--- config.mk ---
export PLATFORM = sky130hd
export DESIGN_NAME = dmem_arbiter
export DESIGN_NICKNAME = d
export VERILOG_FILES = /design/src/rtl/dmem_arbiter.sv
export SDC_FILE = /design/constraint.sdc
export NUM_CORES = 1
export LEC_CHECK = 0
export CELL_PAD_IN_SITES_DETAIL_PLACEMENT = 0
export CELL_PAD_IN_SITES_GLOBAL_PLACEMENT = 1
export CORE_UTILIZATION = 31
export CTS_CLUSTER_SIZE = 28
export DETAILED_ROUTE_END_ITERATION = 16
export PLACE_DENSITY_LB_ADDON = 0.1
export SYNTH_ARGS = -nofsm -noshare
export SYNTH_HDL_FRONTEND = slang
export SYNTH_SLANG_ARGS = --single-unit
--- constraint.sdc ---
create_clock -name clk_i -period 5.1 [get_ports clk_i]
set_clock_uncertainty 0.15 [all_clocks]
set_input_delay 1.275 -clock clk_i [delete_from_list [all_inputs] [get_ports clk_i]]
set_output_delay 1.275 -clock clk_i [all_outputs]
set_load 0.01 [all_outputs]
--- src/rtl/dmem_arbiter.sv ---
// Two-port data-memory arbiter. Port 0 (pipeline MEM stage) has priority and port 1
// (loader/debug) is protected from starvation. One memory access is issued every three cycles.
//
// state  | meaning
// IDLE   | arbitrate and latch the winning command
// ACCESS | drive memory strobes for the latched command, gnt of the winning port high
// RESP   | done/err pulse, read data returned and captured
module dmem_arbiter #(
    parameter logic [31:0] BASE         = 32'h0010_0000,
    parameter int unsigned DEPTH        = 5,
    parameter int unsigned STARVE_LIMIT = 3
) (
    input  logic        clk_i,
    input  logic        reset_i,

    input  logic        req0_i,
    input  logic        we0_i,
    input  logic [31:0] addr0_i,
    input  logic [31:0] wdata0_i,
    output logic        gnt0_o,
    output logic        done0_o,
    output logic        err0_o,
    output logic [31:0] rdata0_o,

    input  logic        req1_i,
    input  logic        we1_i,
    input  logic [31:0] addr1_i,
    input  logic [31:0] wdata1_i,
    output logic        gnt1_o,
    output logic        done1_o,
    output logic        err1_o,
    output logic [31:0] rdata1_o,

    output logic        mem_read_o,
    output logic        mem_write_o,
    output logic [31:0] mem_addr_o,
    output logic [31:0] mem_wdata_o,
    input  logic [31:0] mem_rdata_i
);

    typedef enum logic [1:0] {
        IDLE   = 2'd0,
        ACCESS = 2'd1,
        RESP   = 2'd2
    } state_e;

    localparam int unsigned      CNT_W    = (STARVE_LIMIT < 1) ? 1 : $clog2(STARVE_LIMIT + 1);
    localparam logic [CNT_W-1:0] CNT_MAX  = CNT_W'(STARVE_LIMIT);
    // 33-bit bounds so BASE+DEPTH cannot wrap; ADDR_END is exclusive.
    localparam logic [32:0]      ADDR_LO  = {1'b0, BASE};
    localparam logic [32:0]      ADDR_END = {1'b0, BASE} + 33'(DEPTH);

    state_e           state_q, state_d;
    logic [CNT_W-1:0] starve_q, starve_d;

    logic             cmd_port_q, cmd_port_d;
    logic             cmd_we_q, cmd_we_d;
    logic             cmd_hit_q, cmd_hit_d;
    logic [31:0]      cmd_addr_q, cmd_addr_d;
    logic [31:0]      cmd_wdata_q, cmd_wdata_d;

    logic [31:0]      rdata0_q, rdata0_d;
    logic [31:0]      rdata1_q, rdata1_d;

    logic             any_req;
    logic             win1;
    logic [31:0]      addr_sel;
    logic             sel_hit;
    logic [31:0]      resp_rdata;

    assign any_req    = req0_i | req1_i;
    assign win1       = req1_i & (~req0_i | (starve_q == CNT_MAX));
    assign addr_sel   = win1 ? addr1_i : addr0_i;
    assign sel_hit    = ({1'b0, addr_sel} >= ADDR_LO) && ({1'b0, addr_sel} < ADDR_END);
    assign resp_rdata = cmd_hit_q ? mem_rdata_i : 32'h0;

    always_ff @(posedge clk_i) begin
        if (reset_i) begin
            state_q <= IDLE;
        end else begin
            state_q <= state_d;
        end
    end

    always_comb begin
        state_d = state_q;
        case (state_q)
            IDLE:    if (any_req) state_d = ACCESS;
            ACCESS:  state_d = RESP;
            RESP:    state_d = IDLE;
            default: state_d = IDLE;
        endcase
    end

    always_comb begin
        starve_d    = starve_q;
        cmd_port_d  = cmd_port_q;
        cmd_we_d    = cmd_we_q;
        cmd_hit_d   = cmd_hit_q;
        cmd_addr_d  = cmd_addr_q;
        cmd_wdata_d = cmd_wdata_q;
        rdata0_d    = rdata0_q;
        rdata1_d    = rdata1_q;

        if (state_q == IDLE) begin
            if (any_req) begin
                cmd_port_d  = win1;
                cmd_we_d    = win1 ? we1_i : we0_i;
                cmd_addr_d  = addr_sel;
                cmd_wdata_d = win1 ? wdata1_i : wdata0_i;
                cmd_hit_d   = sel_hit;
            end
            // Counter only tracks port-0 wins that made a waiting port 1 wait longer.
            if (win1 || !req1_i) begin
                starve_d = '0;
            end else if (starve_q != CNT_MAX) begin
                starve_d = starve_q + CNT_W'(1);
            end
        end

        if (state_q == RESP && !cmd_we_q) begin
            if (cmd_port_q) begin
                rdata1_d = resp_rdata;
            end else begin
                rdata0_d = resp_rdata;
            end
        end
    end

    always_ff @(posedge clk_i) begin
        if (reset_i) begin
            starve_q    <= '0;
            cmd_port_q  <= 1'b0;
            cmd_we_q    <= 1'b0;
            cmd_hit_q   <= 1'b0;
            cmd_addr_q  <= 32'h0;
            cmd_wdata_q <= 32'h0;
            rdata0_q    <= 32'h0;
            rdata1_q    <= 32'h0;
        end else begin
            starve_q    <= starve_d;
            cmd_port_q  <= cmd_port_d;
            cmd_we_q    <= cmd_we_d;
            cmd_hit_q   <= cmd_hit_d;
            cmd_addr_q  <= cmd_addr_d;
            cmd_wdata_q <= cmd_wdata_d;
            rdata0_q    <= rdata0_d;
            rdata1_q    <= rdata1_d;
        end
    end

    always_comb begin
        gnt0_o      = 1'b0;
        gnt1_o      = 1'b0;
        done0_o     = 1'b0;
        done1_o     = 1'b0;
        err0_o      = 1'b0;
        err1_o      = 1'b0;
        mem_read_o  = 1'b0;
        mem_write_o = 1'b0;
        mem_addr_o  = 32'h0;
        mem_wdata_o = 32'h0;
        rdata0_o    = rdata0_q;
        rdata1_o    = rdata1_q;

        case (state_q)
            ACCESS: begin
                gnt0_o      = ~cmd_port_q;
                gnt1_o      = cmd_port_q;
                mem_read_o  = ~cmd_we_q & cmd_hit_q;
                mem_write_o = cmd_we_q & cmd_hit_q;
                mem_addr_o  = cmd_addr_q;
                mem_wdata_o = cmd_wdata_q;
            end
            RESP: begin
                // A reset landing in RESP aborts the transaction, so suppress its completion.
                if (!reset_i) begin
                    done0_o = ~cmd_port_q;
                    done1_o = cmd_port_q;
                    err0_o  = ~cmd_port_q & ~cmd_hit_q;
                    err1_o  = cmd_port_q & ~cmd_hit_q;
                end
                if (!cmd_we_q) begin
                    if (cmd_port_q) begin
                        rdata1_o = resp_rdata;
                    end else begin
                        rdata0_o = resp_rdata;
                    end
                end
            end
            default: ;
        endcase
    end

    a_one_grant: assert property (@(posedge clk_i) !(gnt0_o && gnt1_o));
    a_one_strobe: assert property (@(posedge clk_i) !(mem_read_o && mem_write_o));

endmodule

==> out/metrics.yaml, run 1 <==
status: "complete, no violations"
via_count: 6396
clkTransAtPathRegs_ns: 0.06
grt_util_all_layers: 0.201
worst_slack_ns: 0.942
root_buffer: "clkbuf_16"
slew_headroom: 0.390
cts-hold-fix-buffers: 0
path_class: "register to output port"
place_ws_ns: 1.05
place_hpwl_mm: 14.6
initial_core_util: 0.321
rsz0062_at_grt: "no"
clock_path_buffers: 2
ant_nets: 0
hold_class: "register to register"
fin_crit_ns: 4.16
drc_errors: 0
worstMarginPinSlew_ns: 0.911
antenna_found_initial: 1
setup_tns_ns: 0
io_pins: 302
cp.required_ns: 3.67
cts_resized: 0
netlist_area_mm2: 0.00633
die_h_um: 145
syn_to_final_growth_pct: 58.8
core-area_mm2: 0.0197
p_total_mw: 2.84
cts.sinks: 135
path_max_fanout: 64
grt_pass1_wl_mm: 32.1
cap_violations: 0
gp_congestion: 0.784
fp-row-count: 51
vdd.ir_drop.worst_mv: 0.219
post_cts_buffers: 0
r2r_start: "state_q[1]"
fin_crit_sh: 0.815
grt-ovfl-total: 0
synth_warnings: 0
grt_max_degree: 75
vias_per_cell: 4.72
worstSetupEndpointType: "output port"
drv_slew: 0
final_area_mm2: 0.0100
cts_tree: "done"
cts_made_buffers: 17
first_global_vias: 5981
setup_violations: 0
dr.pass1.iters: 4
fmax_mhz: 240
clk_latency_ns: 0.41
dpl-instance-area_mm2: 0.00944
wl_per_cell_um: 15.5
io_buffers: 301
critPathLaunch: "state_q[1]"
hold_viol: 0
min_from: "cmd_addr_q[20]"
ys_ff_latch: 135
ys_seq_area_frac: 0.427
cp.arrival_ns: 2.73
powerDensity_mw_per_mm2: 283
syn_inst: 813
fp.dieW_um: 145
syn-num-nets: 980
startpoint_type: "register"
p_leak_nw: 3.75
synthDistinctLibCells: 31
layout.nets: 1242
drtIter0Drc: 258
wl_mm: 21.0
h-tree-depth: 4
synthesis.area_per_instance_um2: 7.78
drive_gt1_frac: 0.0717
fill_cells: 1938
die-area_mm2: 0.0210
-- per-stage QoR --
step	cells	utilization	hold slack [ns]
floorplan	813	-	0.282
global placement	1321	0.479	0.291
detailed placement	1321	0.479	0.308
CTS	1353	0.509	0.316
global route	1353	0.509	0.357
finish	1354	0.510	0.315
-- kinds of logic (layout without fill, tap and decap cells) --
group / count (synthesis) / in the layout / synth area share
and+or+nand+nor: 465 / 465 / 0.346
other: 0 / 1 / 0
DFF: 135 / 135 / 0.427
buffers and inverters: 69 / 344 / 0.0558
adders and majority gates: 1 / 1 / 0.00198
AOI/OAI and AO/OA: 143 / 143 / 0.169
-- layout by cell type, fill, tap and decap left out, types with 9 or more instances in the layout --
cell / synthesis / layout
and2b_1: 26 / 26
clkbuf_16: 0 / 17
o21ai_1: 36 / 36
a311oi_1: 64 / 64
nor2b_1: 40 / 39
clkdlybuf4s50_1: 0 / 300
buf_4: 0 / 9
nand2_1: 231 / 230
and2_1: 64 / 64
o21ai_2: 28 / 28
dfxtp_1: 135 / 135
nor4_1: 14 / 14
nor2_1: 73 / 73
-- power breakdown --
group          internal (mW)  switching (mW)
sequential              1.12          0.0298
clock                  0.773           0.488
combinational          0.234           0.203
total                   2.12           0.721
-- critical path: stages (launching register included) --
cell	delay, ns
dfxtp_1	0.51
or4b_2	0.61
buf_4	0.35
o21ai_1	0.27
clkdlybuf4s50_1	0.57
-- routing by layer --
metal	up-vias	wire length (um)	GRT usage
li1	3277	-	-
met1	2893	8950	0.244
met2	207	9890	0.328
met3	19	1820	0.0721
met4	0	326	0.0681
met5	-	0	0
-- Yosys cell counts --
master / n / area (um2)
nand2_1: 231 / 867
inv_2: 1 / 3.75
nand4_1: 3 / 18.8
or4b_1: 2 / 20.0
nor3_1: 3 / 15.0
nand2b_1: 2 / 12.5
or3b_2: 1 / 8.76
nor2b_1: 40 / 250
a31oi_1: 2 / 12.5
a21oi_1: 6 / 30.0
buf_1: 6 / 22.5
and2_1: 64 / 400
nand3_1: 1 / 5.00
o21ai_2: 28 / 245
nand3b_1: 1 / 7.51
and3_1: 2 / 12.5
a311oi_1: 64 / 561
dfxtp_1: 135 / 2700
o21ai_1: 36 / 180
nor2_1: 73 / 274
and2b_1: 26 / 195
buf_6: 10 / 113
o21a_1: 1 / 7.51
ha_1: 1 / 12.5
nor4_1: 14 / 87.6
nand4b_1: 1 / 8.76
clkbuf_1: 37 / 139
and2_0: 1 / 6.26
o41ai_1: 1 / 8.76
buf_2: 15 / 75.1
o21ai_0: 5 / 25.0
-- path summary, 6_finish.rpt --
| check | depth (start not counted) | end | slack [ns] |
|---|---|---|---|
| worst max-delay path | 4 | rdata0_o[13] | 0.94 |
| worst min-delay path | 2 | cmd_addr_q[20] | 0.31 |
| worst max register to register | 5 | cmd_addr_q[23] | 2.67 |
| worst min register to register | 2 | cmd_addr_q[20] | 0.31 |
-- registers in the layout (all words and copies together), names as in the netlist --
name and flops:
rdata1_q 32, rdata0_q 32, cmd_wdata_q 32, starve_q 2, cmd_addr_q 32, cmd_hit_q 1, state_q 2, cmd_port_q 1
cmd_we_q 1
-- area by class of cell --
class	count	area (um2)	share of cell area
Clock inverter	14	173	0.0172
Sequential cell	135	2700	0.269
Inverter	1	3.75	0.000374
Antenna cell	1	2.50	0.000249
Timing Repair Buffer	311	3110	0.310
Multi-Input combinational cell	609	3290	0.328
Clock buffer	18	429	0.0427
Tap cell	265	332	0.0330
(Power assumes the default switching activity.)
==> run 2: changes to the inputs <==
- CORE_UTILIZATION: 31 -> 26
- clock period: 5.1 -> 3.76 ns (I/O delays scaled with it)
==> run 2 against run 1 <==
First-iteration DRC count decreased by 19%. Register-to-register slack got worse by 1.1 ns. Clock power increased by 48%. Critical path type unchanged. Critical endpoint is now rdata0_o[17]. Sequential share of layout area decreased by 0.68 points. Global-route usage decreased by 2.7 points.
==> out/metrics.yaml, run 2 (synthesis gave the netlist of run 1 again) <==
status: "complete, no violations"
fp-row-count: 56  # +9.8%
grt_util_all_layers: 0.174  # -0.0273
initial_core_util: 0.267  # -0.0537
cap_violations: 0  # unchanged
clock_path_buffers: 2  # unchanged
cp.required_ns: 2.67  # -1.00 ns
dpl-instance-area_mm2: 0.00964  # +2.0%
dp_cells: 1385  # +4.8%
clk_latency_ns: 0.40  # about the same
cts.sinks: 135  # unchanged
vdd.ir_drop.worst_mv: 0.233  # +6.5%
h-tree-depth: 4  # unchanged
io_buffers: 301  # unchanged
drv_slew: 0  # unchanged
ant_nets: 0  # unchanged
final_cell_mix: "clkdlybuf4s50_1, nand2_1, dfxtp_1"
grt_max_degree: 96  # +28%
fin_crit_sh: 0.971
wl_mm: 21.8  # +4.1%
cts-hold-fix-buffers: 0  # unchanged
die_h_um: 158  # +9.1%
worst_slack_ns: 0.111  # -0.831 ns
setup_violations: 0  # unchanged
final_common_cell: "clkdlybuf4s50_1"
worstMarginPinSlew_ns: 1.05  # +0.137 ns
layout.nets: 1252  # +0.81%
first_global_vias: 6113  # +2.2%
path_max_fanout: 64  # unchanged
fmax_mhz: 274
place_ws_ns: 0.372  # -0.678 ns
path_class: "register to output port"
die-area_mm2: 0.0250  # +19%
via_count: 6368  # -0.44%
cp.arrival_ns: 2.56  # -0.17 ns
vias_per_cell: 4.50  # -4.8%
root_buffer: "clkbuf_16"
worstSetupEndpointType: "output port"
final_cells: 1416  # +4.6%
fin_crit_ns: 3.65
wl_per_cell_um: 15.4  # -0.46%
p_leak_nw: 4.01  # +7.0%
fp.dieW_um: 158  # +9.1%
core-area_mm2: 0.0237  # +20%
antenna_found_initial: 2  # +1
place_hpwl_mm: 15.4  # +5.6%
syn_to_final_growth_pct: 63.0
gp_congestion: 0.772  # -1.5%
cts_tree: "done"
dr.pass1.iters: 4  # unchanged
io_pins: 302  # unchanged
hold_class: "register to register"
final_area_mm2: 0.0103  # +2.6%
drive_gt1_frac: 0.0811  # +0.00944
grt_pass1_wl_mm: 33.4  # +3.9%
powerDensity_mw_per_mm2: 391  # +38%
drc_errors: 0  # unchanged
antenna_cells: 0  # -1
setup_tns_ns: 0  # unchanged
cts_made_buffers: 17  # unchanged
rsz0062_at_grt: "no"
startpoint_type: "register"
grt-ovfl-total: 0  # unchanged
hold_viol: 0  # unchanged
clkTransAtPathRegs_ns: 0.06  # about the same
drtIter0Drc: 210  # -19%
slew_headroom: 0.301  # -0.0894
p_total_mw: 4.03  # +42%
run 2: cell types whose count changed in the layout (fill, tap and decap cells not counted), moves of 2 or more:
cell	delta
clkdlybuf4s50_1	-9
dlymetal6s2s_1	+9
buf_4	+6
buf_12	+4
clkinv_2	-3
bufinv_16	+2
run 2: final timing paths:
| kind | from | endpoint | slack (ns) | depth (start not counted) |
|---|---|---|---|---|
| hold / removal | cmd_addr_q[20] | cmd_addr_q[20] | 0.30 | 2 |
| setup / recovery | state_q[0] | rdata0_o[17] | 0.11 | 4 |
| hold reg to reg | cmd_addr_q[20] | cmd_addr_q[20] | 0.30 | 2 |
| setup reg to reg | state_q[1] | cmd_wdata_q[8] | 1.61 | 6 |
run 2: routing by layer:
metal	global-route usage	wire length, um
met2	0.265	9600
met5	0	12
met1	0.218	9750
met3	0.0706	2050
met4	0.0636	431
run 2: worst max-delay path: stages (launching register included):
cell	delay [ns]
dfxtp_1	0.39
or4b_2	0.73
buf_12	0.24
o21ai_1	0.21
clkdlybuf4s50_1	0.58
run 2: what timing repair did:
action	in CTS	in global routing
buffers inserted	0	0
resized for setup	0	11
setup endpoints to repair	0	36
run 2: per-stage QoR:
stage | hold WS [ns] | utilization
floorplan | 0.282 | -
global placement | 0.292 | 0.407
detailed placement | 0.295 | 0.407
CTS | 0.303 | 0.434
global route | 0.352 | 0.435
finish | 0.303 | 0.435
run 2: cell type report:
cell class	instances	area (um2)
multi-input cells	609	3300
clock inverters	13	219
repair buffers	321	3260
inverters	1	3.75
clock buffers	18	429
well taps	319	399
flip-flops and latches	135	2700
fillers	2474	13400
run 2: power by group:
| part | switching, mW | internal (mW) | total (mW) |
|---|---|---|---|
| clock network | 0.677 | 1.19 | 1.86 |
| registers | 0.0390 | 1.51 | 1.55 |
| logic | 0.282 | 0.331 | 0.613 |
==> variant, RTL diff (flow settings as in run 2) <==
The 3 states of `state_e` get a one-hot encoding in 3 bits.
--- a/src/rtl/dmem_arbiter.sv
+++ b/src/rtl/dmem_arbiter.sv
@@ -39,8 +39,8 @@
 );
 
-    typedef enum logic [1:0] {
-        IDLE   = 2'd0,
-        ACCESS = 2'd1,
-        RESP   = 2'd2
+    typedef enum logic [2:0] {
+        IDLE   = 3'b001,
+        ACCESS = 3'b010,
+        RESP   = 3'b100
     } state_e;
 
Check against the original RTL: no difference found for any inputs over 4 cycles, from zero or initial values and one cycle with reset_i high; so few cycles prove little.
==> variant against run 2 <==
  * Setup slack gained 49 ps
  * Area after synthesis increased by 4.9%
  * Wire length is 15% higher
  * Final area up 2.8%
  * Count of clock-buffer cells in the layout stayed put
  * Sequential cell count rose by 1
  * Power hardly changed
  * Combinational power increased by 2%
  * Critical endpoint is now rdata1_o[11]
==> variant: results (changes against run 2) <==
Synth area leaders - dfxtp_1 (41%), nand2_1 (13%), a311oi_1 (8.6%)
vias in the first global route - 6725 (+10%)
post-synthesis adder-cell area fraction - 0.00189 (-0.0000917)
Post-DP Area - 9930 sq um (+3.1%)
outcome - complete, no violations
met2 Use GR - 0.300 (+0.0350)
syn_nets - 1059 (+8.1%)
Logic pwr share - 0.155 (+0.003)
Reg2Reg Depth - 5 (-1)
gr usage total - 0.192 (+0.0179)
clock sink count - 136 (+0.74%)
drt first pass iters - 5 (+1)
first-pass GRT wire length - 38500 microns (+16%)
Worst Path Max Fanout - 16 (-75%)
CP max stage cell - or3b_4
Worst Max-Slew Pin Slew - 685 ps (-363 ps)
Worst VDD drop - 0.000273 V (+17%)
GRT met1 Usage - 0.249 (+0.0303)
count of cells resized by post-cts repair - 31 (+31)
Reg-to-Reg Start - state_q[0]
Hold Slack - 314 ps (+10.3 ps)
Critical path origin - state_q[2]
crit path to - rdata1_o[11]
mux share of post-synthesis cell area - 0.00151 (+0.00151)
fraction of layout cells with a size suffix above 1 - 0.0818 (+0.000696)
min-delay src - rdata0_q[31]
Post-DP HPWL - 16800 microns (+9.3%)
Psw - 1.09 mW (+8.8%)
CP max stage delay - 440 ps (-290 ps)
Leak - 4.28 nW (+6.8%)
Hold Path Sink - rdata0_q[31]
==> variant: cell count changes after synthesis, moves of 26 or more <==
cell	delta
a21oi_2	+28
or2_1	+28
nand3_1	+99
a21oi_1	+31
and2b_1	-26
o21ai_2	-28
o21ai_1	-36
nor2b_1	-38
==> variant: cell type report <==
class,instances,area [sq um]
Antenna cell,1,2.50
Clock buffer,18,439
Clock inverter,14,186
Fill cell,2649,14500
Inverter,2,7.51
Multi-Input combinational cell,672,3570
Sequential cell,136,2730
Tap cell,330,413
Timing Repair Buffer,319,3250
==> variant: metrics by stage <==
stage / total power [mW] / std cells
after floorplan: 1.94 / 892
after global placement: 2.26 / 1457
after detailed placement: 2.27 / 1457
after CTS: 4.10 / 1491
after global routing: 4.23 / 1491
final: 4.03 / 1492
==> variant: layer usage <==
metal,vias to the layer above,share of wire
met5,-,0
met4,0,0.015
met3,20,0.075
met2,231,0.45
met1,3182,0.46
li1,3567,-
